**src/rtl/comparator_pkg.sv**
```systemverilog
// Shared width default and compare-result encoding for the comparator slice.
package comparator_pkg;

    localparam int DEFAULT_WIDTH = 8;

    typedef enum logic [1:0] {
        CMP_LT,
        CMP_EQ,
        CMP_GT
    } cmp_result_e;

endpackage

```
**src/rtl/comparator_core.sv**
```systemverilog
// Combinational magnitude compare and absolute difference in signed or unsigned mode.
module comparator_core
    import comparator_pkg::*;
#(
    parameter int WIDTH = DEFAULT_WIDTH
) (
    input  logic             is_signed,
    input  logic [WIDTH-1:0] a,
    input  logic [WIDTH-1:0] b,
    output cmp_result_e      result,
    output logic [WIDTH-1:0] abs_diff
);

    logic [WIDTH:0] a_ext;
    logic [WIDTH:0] b_ext;
    logic [WIDTH:0] diff_ext;

    // One extra bit lets a single signed compare serve both modes: sign-extend
    // in signed mode, zero-extend in unsigned mode.
    always_comb begin
        a_ext    = {is_signed & a[WIDTH-1], a};
        b_ext    = {is_signed & b[WIDTH-1], b};
        result   = CMP_EQ;
        diff_ext = '0;
        if (a_ext == b_ext) begin
            result   = CMP_EQ;
            diff_ext = '0;
        end else if ($signed(a_ext) < $signed(b_ext)) begin
            result   = CMP_LT;
            diff_ext = b_ext - a_ext;
        end else begin
            result   = CMP_GT;
            diff_ext = a_ext - b_ext;
        end
    end

    // The ordered subtraction never sets the top bit; folding it in saturates instead of wrapping.
    assign abs_diff = diff_ext[WIDTH-1:0] | {WIDTH{diff_ext[WIDTH]}};

endmodule

```
**src/rtl/comparator.sv**
```systemverilog
// Registered comparator: qualifies inputs, decodes the core result to one-hot flags, holds results.
module comparator
    import comparator_pkg::*;
#(
    parameter int WIDTH          = DEFAULT_WIDTH,
    parameter int SIGNED_DEFAULT = 0
) (
    input  logic             clk,
    input  logic             rst,
    input  logic             in_valid,
    input  logic             is_signed,
    input  logic [WIDTH-1:0] a,
    input  logic [WIDTH-1:0] b,
    output logic             out_valid,
    output logic             lt,
    output logic             eq,
    output logic             gt,
    output logic [WIDTH-1:0] diff
);

    if (WIDTH < 1 || WIDTH > 64 || SIGNED_DEFAULT < 0 || SIGNED_DEFAULT > 1) begin : g_bad_param
        $error("comparator: WIDTH must be 1..64 and SIGNED_DEFAULT 0 or 1");
    end

    cmp_result_e      core_result;
    logic [WIDTH-1:0] core_diff;

    logic             out_valid_d, out_valid_q;
    logic             lt_d, lt_q;
    logic             eq_d, eq_q;
    logic             gt_d, gt_q;
    logic [WIDTH-1:0] diff_d, diff_q;

    comparator_core #(
        .WIDTH(WIDTH)
    ) u_core (
        .is_signed(is_signed),
        .a        (a),
        .b        (b),
        .result   (core_result),
        .abs_diff (core_diff)
    );

    // Results load only on a sampled transaction and otherwise hold.
    always_comb begin
        out_valid_d = in_valid;
        lt_d        = lt_q;
        eq_d        = eq_q;
        gt_d        = gt_q;
        diff_d      = diff_q;
        if (in_valid) begin
            lt_d   = (core_result == CMP_LT);
            eq_d   = (core_result == CMP_EQ);
            gt_d   = (core_result == CMP_GT);
            diff_d = core_diff;
        end
    end

    always_ff @(posedge clk) begin
        if (rst) begin
            out_valid_q <= 1'b0;
            lt_q        <= 1'b0;
            eq_q        <= 1'b0;
            gt_q        <= 1'b0;
            diff_q      <= '0;
        end else begin
            out_valid_q <= out_valid_d;
            lt_q        <= lt_d;
            eq_q        <= eq_d;
            gt_q        <= gt_d;
            diff_q      <= diff_d;
        end
    end

    assign out_valid = out_valid_q;
    assign lt        = lt_q;
    assign eq        = eq_q;
    assign gt        = gt_q;
    assign diff      = diff_q;

endmodule

```
**config.mk**
```make
export PLATFORM = sky130hd
export DESIGN_NAME = comparator
export DESIGN_NICKNAME = d
export VERILOG_FILES = /design/src/rtl/comparator_pkg.sv /design/src/rtl/comparator_core.sv /design/src/rtl/comparator.sv
export SDC_FILE = /design/constraint.sdc
export NUM_CORES = 1
export LEC_CHECK = 0
export CAP_MARGIN = 0
export CORE_MARGIN = 4
export CORE_UTILIZATION = 47
export CTS_BUF_LIST = sky130_fd_sc_hd__clkbuf_8
export DETAILED_ROUTE_END_ITERATION = 10
export GPL_TIMING_DRIVEN = 0
export HOLD_SLACK_MARGIN = 0.1
export PLACE_DENSITY = 0.81
export SYNTH_ARGS = -nofsm -noshare
export SYNTH_HDL_FRONTEND = slang
export SYNTH_SLANG_ARGS = --single-unit
```
**constraint.sdc**
```tcl
create_clock -name clk -period 2.3 [get_ports clk]
set_input_delay 0.23 -clock clk [delete_from_list [all_inputs] [get_ports clk]]
set_output_delay 0.23 -clock clk [all_outputs]
set_load 0.1 [all_outputs]
```
==> results.toml, run 1 <==
[clock_tree]
clk_latency_ns = 0.24
cts-root-buf = "clkbuf_8"
cts-htree-levels = 1
clk_pin_slew_ns = 0.05
cts_tree = "done"
cts_hold_buf = 0
numCtsBuffers = 3
clockBufferDepth = 2
clkSinkCount = 12

[logic_synthesis]
ys_seq_area_frac = 0.171
yosysTopAreaCellShare = 0.171
ys_ff_latch = 12
syn-num-nets = 212
synth_area_per_cell_sq_um = 8.08
syn-instance-count = 174
synth_warnings = 0
ys_types = 54
synth_top_cell_by_area = "dfxtp_1"
synth_area_leaders = "dfxtp_1 17%, ha_1 14%, inv_1 7.5%"
netlist_area_sq_um = 1410
synth_edf_count = 0
ys.flop_type = "dfxtp_1"
async_flop_share = 0

[worst_setup_path]
crit_arrival_ns = 2.36
cp_max_fo = 5
cp-startpoint = "a[2]"
path_class = "in -> reg"
cp.required_ns = 2.41
cp-end-kind = "flop"
r2r_cells = 5
reg2reg_from = "diff[6]$_SDFFE_PP0P_"
rr_endpoint = "diff[6]$_SDFFE_PP0P_"
crit_path_end = "diff[7]$_SDFFE_PP0P_"
critPathLaunchType = "input port"
ff2ff_setup_slack_ns = 1.00

[routing]
via_per_inst = 5.83
routedWlPerCell_um = 16.4
vias = 1515
drt_iter0_markers = 117
dr.pass1.iters = 4
drc = 0
ant_nets = 0
wl_um = 4260

[pwr]
ir_worst_vdd_uv = 337
p_per_area_nw_per_um2 = 546
p_total_uw = 1160
p_leak_uw = 0.000977

[floorplan]
die_h_um = 62.7
core_sq_um = 2810
ios = 32
start_util = 0.501
die_x_um = 62.7
dieArea_sq_um = 3930
row_count = 19

[layout]
num_antenna_cells = 0
fillers = 194
final_util = 0.759
drive_above_1_share = 0.345
final_common_cell = "inv_1"
final_cell_mix = "22 x inv_1, 21 x buf_4, 14 x clkdlybuf4s50_1"
multi_input_area_sq_um = 1210
final-seq-area_sq_um = 240
num-nets-final = 268
final_area_sq_um = 2130
synthToLayoutAreaGrowth_pct = 51.3

[timing]
holdWs_ns = 0.384
hold_violations = 0
period_minus_slack_ns = 2.25
clock_skew_ns = 0
fin_crit_sh = 0.978
final-max-slew-violation-count = 0
max_freq_mhz = 445
max_slew.worst_pin.slew_ns = 0.980
relSlewSlack = 0.345
setup_violations = 0

[placement]
hpwl_um = 2700
postPlaceCellArea_sq_um = 1750
place.gp.congestion = 0.836
port_buffers = 30

[grt]
grt_antenna_before_repair = 0
grt_remaining_overflow = 0
gr-usage-all-layers = 0.223
grt_pass1_vias = 1618
grt_max_degree = 11
grt_pass1_wl_um = 7210

[status]
status = "finished clean"

[run]
cap_violations = 0

[min_path]
hp-class = "in -> reg"
[per-stage QoR]
stage	setup TNS [ns]	cells	setup WS [ns]
3_3_place_gp	-5.42	235	-0.686
2_1_floorplan	0	174	0.00776
3_5_place_dp	-5.97	235	-0.727
6_report	0	260	0.0509
4_1_cts	0	258	0.00743
5_1_grt	-0.0819	260	-0.0266
[worst max-delay path: stages]
cell	delay (ns)
dlygate4sd2_1	0.23
inv_2	0.05
ha_4	0.28
buf_4	0.13
nand3_1	0.11
and2_4	0.19
o211ai_1	0.27
mux2i_2	0.15
a311oi_4	0.42
buf_4	0.19
a311oi_2	0.09
[registers in the layout, summed over array words and instances (netlist names)]
| signal | count |
|---|---|
| lt | 1 |
| eq | 1 |
| out_valid | 1 |
| diff | 8 |
| gt | 1 |
[worst min-delay path by stage]
stage               startpoint                    to  cells past startpoint
6_report                  b[0]  diff[0]$_SDFFE_PP0P_                      3
2_1_floorplan              rst  diff[5]$_SDFFE_PP0P_                      1
3_3_place_gp   lt$_SDFFE_PP0P_       lt$_SDFFE_PP0P_                      2
4_1_cts               in_valid       lt$_SDFFE_PP0P_                      3
5_1_grt                   b[0]  diff[0]$_SDFFE_PP0P_                      3
3_5_place_dp   lt$_SDFFE_PP0P_       lt$_SDFFE_PP0P_                      2
[what timing repair did]
action / CTS / global route
resized for setup: 49 / 18
pin swaps: 21 / 12
cloned: 0 / 0
buffers inserted: 19 / 2
endpoints found under the setup margin: 9 / 9
[cells in the mapped netlist, types with 2 or more instances]
master,n
mux2i_1,5
o2111ai_1,2
nor2_1,13
nand2b_1,3
a21oi_2,2
buf_2,2
inv_1,28
or2_2,3
o211ai_1,4
nand4_1,2
nand2_1,10
nor3_1,3
clkbuf_1,2
a31oi_1,3
a21oi_1,5
o21ai_0,5
nor2b_1,3
a311oi_2,2
ha_1,16
nand3_1,6
a211oi_1,6
fa_1,2
a21o_1,4
mux2_2,2
dfxtp_1,12
[layer usage]
metal,vias to the layer above,share of wire,GRT usage
met5,-,0,0
met4,0,0.027,0.107
met3,12,0.047,0.0414
met2,58,0.52,0.406
met1,719,0.40,0.246
li1,726,-,-
[where the power goes]
| group | switching [uW] | internal, uW |
|---|---|---|
| Sequential | 11.8 | 231 |
| Clock | 80.5 | 151 |
| Combinational | 411 | 276 |
[layout make-up]
cell class | count | area share
Buffer | 6 | 0.0229
Clock buffer | 4 | 0.0259
Inverter | 28 | 0.0494
Multi-Input combinational cell | 128 | 0.567
Sequential cell | 12 | 0.113
Tap cell | 31 | 0.0182
Timing Repair Buffer | 51 | 0.204
[cell families (layout without fill, tap and decap cells)]
logic type / after synthesis / count (layout) / share of synthesized area
buf+inv: 34 / 89 / 0.103
compound gates: 48 / 48 / 0.281
flops: 12 / 12 / 0.171
simple gates: 52 / 52 / 0.198
mux: 9 / 9 / 0.0703
xor+xnor: 1 / 1 / 0.00623
fa+ha+maj: 18 / 18 / 0.171
(Power assumes the default switching activity.)
==> inputs of run 2 (changes only) <==
--- a/config.mk
+++ b/config.mk
@@ -13,6 +13,7 @@
 export GPL_TIMING_DRIVEN = 0
 export HOLD_SLACK_MARGIN = 0.1
 export PLACE_DENSITY = 0.81
+export SKIP_CTS_REPAIR_TIMING = 1
 export SYNTH_ARGS = -nofsm -noshare
 export SYNTH_HDL_FRONTEND = slang
 export SYNTH_SLANG_ARGS = --single-unit
==> results.toml, run 2 (synthesis gave the netlist of run 1 again) <==
[pwr]
power.internal_uw = 655
p_leak_uw = 0.00107
power.switching_uw = 506
p_total_uw = 1160
netSwitchingFraction = 0.436
p_seq_frac = 0.209
p_comb_frac = 0.588
p_clk_frac = 0.203
p_per_area_nw_per_um2 = 536
ir_worst_vdd_uv = 231

[layout]
synthToLayoutAreaGrowth_pct = 54.0
num_antenna_cells = 0
drive_above_1_share = 0.319
final-seq-area_sq_um = 240
final_area_sq_um = 2170
num-nets-final = 265
final_common_cell = "inv_1"
final_cell_mix = "20 x inv_1, 18 x buf_4, 15 x dlymetal6s2s_1"
multi_input_area_sq_um = 1210
largest_reg_flops = 8
fillers = 188

[timing]
setup_violations = 0
max_slew.worst_pin.slew_ns = 0.980
hold_violations = 0
relSlewSlack = 0.345
final.setup.tns_ns = 0
max_freq_mhz = 441
fin_crit_sh = 0.985
clock_skew_ns = 0
final-max-slew-violation-count = 0
period_minus_slack_ns = 2.27

[grt]
grt_pass1_wl_um = 5660
grt_pass1_vias = 1358
grt_remaining_overflow = 0
grt_antenna_before_repair = 0
gr-usage-all-layers = 0.175
grt_max_degree = 11

[routing]
dr.pass1.iters = 4
highest_layer = "met4"
ant_nets = 0
dr_wl_met3_um = 282
drt_iter0_markers = 119
wl_um = 4250
vias = 1525
wl_met1_um = 1710
routed-wl-met2_um = 2140
drc = 0
routedWlPerCell_um = 16.5
via_per_inst = 5.93

[floorplan]
row_count = 19
die_h_um = 62.7
dieArea_sq_um = 3930
core_sq_um = 2810
ios = 32
start_util = 0.501
die_x_um = 62.7

[worst_setup_path]
reg2reg_from = "diff[6]$_SDFFE_PP0P_"
crit_path_end = "diff[2]$_SDFFE_PP0P_"
crit_arrival_ns = 2.38
cp.required_ns = 2.41
cp_num_cells = 11
ff2ff_setup_slack_ns = 1.05
cp-startpoint = "a[0]"
cp-end-kind = "flop"
path_class = "in -> reg"
r2r_cells = 5
cp_max_fo = 5
cp_num_buf_inv = 3
crit_chain = "dlymetal6s2s_1 > ha_4 > inv_2 > fa_2 > a21o_1 > a21oi_2 > o221ai_2 > o211a_1 > a311oi_4 > buf_6 > a311oi_2"
critPathLaunchType = "input port"
cp_top_family = "compound AO/OA/AOI/OAI gates"
crit_path_top_delay_cell = "fa_2"
critPathMaxStageDelay_ns = 0.38
rr_endpoint = "diff[6]$_SDFFE_PP0P_"

[clock_tree]
clk_pin_slew_ns = 0.05
cts_tree = "done"
clkSinkCount = 12
clockBufferDepth = 2
cts-htree-levels = 1
numCtsBuffers = 3
cts-root-buf = "clkbuf_8"
clk_latency_ns = 0.25

[status]
status = "finished clean"

[placement]
port_buffers = 30
place.gp.congestion = 0.836
hpwl_um = 2700
postPlaceCellArea_sq_um = 1750

[min_path]
hp-class = "in -> reg"

[run]
cap_violations = 0
run 2: per-stage QoR:
| stage | cells | hold slack [ns] | worst slack (ns) | util |
|---|---|---|---|---|
| global route | 257 | 0.432 | -0.0558 | 0.772 |
| detailed placement | 235 | 0.460 | -0.727 | 0.624 |
| finish | 257 | 0.398 | 0.0348 | 0.772 |
| global placement | 235 | 0.450 | -0.686 | 0.624 |
| floorplan | 174 | 0.336 | 0.00776 | - |
| CTS | 239 | 0.414 | -0.473 | 0.643 |
run 2: worst register-to-register path, delay by kind of cell, from the launching register on:
kind	cells	cell delay, ns
AOI/OAI and AO/OA	3	0.45
DFF	1	0.33
and+or+nand+nor	2	0.42
run 2: layout make-up:
class                   instances  share of cell area
repair buffers                 48               0.218
inverters                      28              0.0485
plain buffers                   6              0.0225
clock buffers                   4              0.0254
multi-input cells             128               0.557
flip-flops and latches         12               0.111
well taps                      31              0.0179
run 2: how the worst min path moves through the flow:
stage	startpoint	endpoint	slack, ns	depth (start not counted)
floorplan	rst	diff[5]$_SDFFE_PP0P_	0.34	1
global placement	lt$_SDFFE_PP0P_	lt$_SDFFE_PP0P_	0.45	2
detailed placement	lt$_SDFFE_PP0P_	lt$_SDFFE_PP0P_	0.46	2
CTS	in_valid	lt$_SDFFE_PP0P_	0.41	3
global route	b[0]	diff[0]$_SDFFE_PP0P_	0.43	3
finish	b[0]	diff[0]$_SDFFE_PP0P_	0.40	3
run 2: power by group through the flow:
| stage | registers (uW) | logic [uW] | clock network [uW] |
|---|---|---|---|
| finish | 243 | 683 | 235 |
| global placement | 245 | 543 | 0 |
| CTS | 243 | 558 | 235 |
| detailed placement | 247 | 556 | 0 |
| floorplan | 411 | 257 | 0 |
| global route | 246 | 723 | 255 |
run 2: metal layers:
layer  track usage  vias up
met5             0        -
met2         0.304       71
li1              -      716
met4        0.0854        0
met3        0.0378       13
met1         0.202      725
==> inputs of run 3 (changes only) <==
--- a/config.mk
+++ b/config.mk
@@ -9,10 +9,12 @@
 export CORE_MARGIN = 4
 export CORE_UTILIZATION = 47
 export CTS_BUF_LIST = sky130_fd_sc_hd__clkbuf_8
+export CTS_CLUSTER_SIZE = 30
 export DETAILED_ROUTE_END_ITERATION = 10
 export GPL_TIMING_DRIVEN = 0
 export HOLD_SLACK_MARGIN = 0.1
 export PLACE_DENSITY = 0.81
+export RECOVER_POWER = 25
 export SKIP_CTS_REPAIR_TIMING = 1
 export SYNTH_ARGS = -nofsm -noshare
 export SYNTH_HDL_FRONTEND = slang
==> constraint.sdc (replaced) <==
create_clock -name clk -period 2.3 [get_ports clk]
set_input_delay 0.23 -clock clk [delete_from_list [all_inputs] [get_ports clk]]
set_output_delay 0.23 -clock clk [all_outputs]
set_load 0.01 [all_outputs]
==> results.toml, run 3 (synthesis gave the netlist of run 1 again) <==
[status]
status = "finished clean"

[clock_tree]
clockBufferDepth = 2
clk_latency_ns = 0.25
cts-root-buf = "clkbuf_8"
cts_tree = "done"
numCtsBuffers = 3
cts-htree-levels = 1
clk_pin_slew_ns = 0.05
clkSinkCount = 12

[layout]
final_cell_mix = "20 x inv_1, 18 x buf_4, 15 x dlymetal6s2s_1"
largest_reg_flops = 8
drive_above_1_share = 0.319
num_antenna_cells = 0
num-nets-final = 265
final_common_cell = "inv_1"
final-seq-area_sq_um = 240
synthToLayoutAreaGrowth_pct = 54.0
multi_input_area_sq_um = 1210
fin_cells = 257
fillers = 188

[worst_setup_path]
cp_num_cells = 11
ff2ff_setup_slack_ns = 1.05
cp_max_fo = 5
cp_num_buf_inv = 3
cp-end-kind = "flop"
cp.required_ns = 2.41
crit_path_top_delay_cell = "fa_2"
cp-startpoint = "a[0]"
crit_chain = "dlymetal6s2s_1 > ha_4 > inv_2 > fa_2 > a21o_1 > a21oi_2 > o221ai_2 > o211a_1 > a311oi_4 > buf_6 > a311oi_2"
reg2reg_from = "diff[6]$_SDFFE_PP0P_"
r2r_cells = 5
path_class = "in -> reg"
critPathMaxStageDelay_ns = 0.38
critPathLaunchType = "input port"
rr_endpoint = "diff[6]$_SDFFE_PP0P_"
cp_top_family = "compound AO/OA/AOI/OAI gates"
crit_arrival_ns = 2.38

[pwr]
ir_worst_vdd_uv = 213
p_per_area_nw_per_um2 = 464
power.internal_uw = 653
p_comb_frac = 0.524
p_leak_uw = 0.00108
p_clk_frac = 0.234
power.switching_uw = 351
netSwitchingFraction = 0.350
p_seq_frac = 0.242

[timing]
holdWs_ns = 0.399
fin_crit_sh = 0.986
hold_violations = 0
max_freq_mhz = 441
period_minus_slack_ns = 2.27
max_slew.worst_pin.slew_ns = 0.511
setup_violations = 0
relSlewSlack = 0.659
final-max-slew-violation-count = 0
clock_skew_ns = 0

[placement]
place.gp.congestion = 0.836
dp.cells = 235
port_buffers = 30
hpwl_um = 2700

[grt]
grt_pass1_vias = 1358
grt_antenna_before_repair = 0
grt_pass1_wl_um = 5660
grt_remaining_overflow = 0
grt_max_degree = 11
gr-usage-all-layers = 0.175

[floorplan]
ios = 32
core_sq_um = 2810
dieArea_sq_um = 3930
row_count = 19
die_x_um = 62.7
die_h_um = 62.7
start_util = 0.501

[routing]
drt_iter0_markers = 119
via_per_inst = 5.94
wl_um = 4250
ant_nets = 0
routedWlPerCell_um = 16.5
vias = 1526
dr.pass1.iters = 4
drc = 0

[run]
cap_violations = 0

[min_path]
hold_end = "diff[0]$_SDFFE_PP0P_"
hold_depth = 3
hp-class = "in -> reg"
hp-start = "b[0]"
[run 3: changes by cell type in the layout (fill, tap and decap cells not counted)]
cell,delta
clkdlybuf4s50_1,-5
dlygate4sd3_1,+5
[run 3: cell type report]
| type | count | share of cell area |
|---|---|---|
| Inverter | 28 | 0.0485 |
| Buffer | 6 | 0.0225 |
| Sequential cell | 12 | 0.111 |
| Tap cell | 31 | 0.0179 |
| Timing Repair Buffer | 48 | 0.218 |
| Clock buffer | 4 | 0.0254 |
| Multi-Input combinational cell | 128 | 0.557 |
[run 3: metal layers]
metal  global-route usage  up-vias  wire length (um)
met5                    0        -                 0
met4               0.0854        0               123
met3               0.0378       13               272
met2                0.304       75              2140
met1                0.202      720              1710
li1                     -      718                 -
[run 3: power by group through the flow]
stage	Combinational [uW]	Sequential [uW]	Clock, uW
6_report	527	243	235
5_1_grt	567	246	255
4_1_cts	404	243	235
3_5_place_dp	402	247	0
3_3_place_gp	389	245	0
2_1_floorplan	257	257	0
[run 3: worst register-to-register path: cells and delay by family, from the launching register on]
| family | cells | cell delay, ns |
|---|---|---|
| compound gates | 3 | 0.44 |
| flops | 1 | 0.33 |
| simple gates | 2 | 0.42 |
[run 3: per-stage QoR]
step           power (uW)   util  area [sq um]  TNS, ns  setup slack [ns]
2_1_floorplan         514      -          1410        0           0.00776
3_3_place_gp          635  0.624          1750    -5.42            -0.686
3_5_place_dp          649  0.624          1750    -5.97            -0.727
4_1_cts               883  0.643          1800    -3.33            -0.473
5_1_grt              1070  0.772          2170   -0.237           -0.0558
6_report             1000  0.772          2170        0            0.0314
[run 3: worst max-delay path by stage]
stage	to	slack, ns
4_1_cts	diff[6]$_SDFFE_PP0P_	-0.47
6_report	diff[2]$_SDFFE_PP0P_	0.03
2_1_floorplan	diff[6]$_SDFFE_PP0P_	0.008
3_3_place_gp	diff[6]$_SDFFE_PP0P_	-0.69
5_1_grt	diff[2]$_SDFFE_PP0P_	-0.06
3_5_place_dp	diff[6]$_SDFFE_PP0P_	-0.73
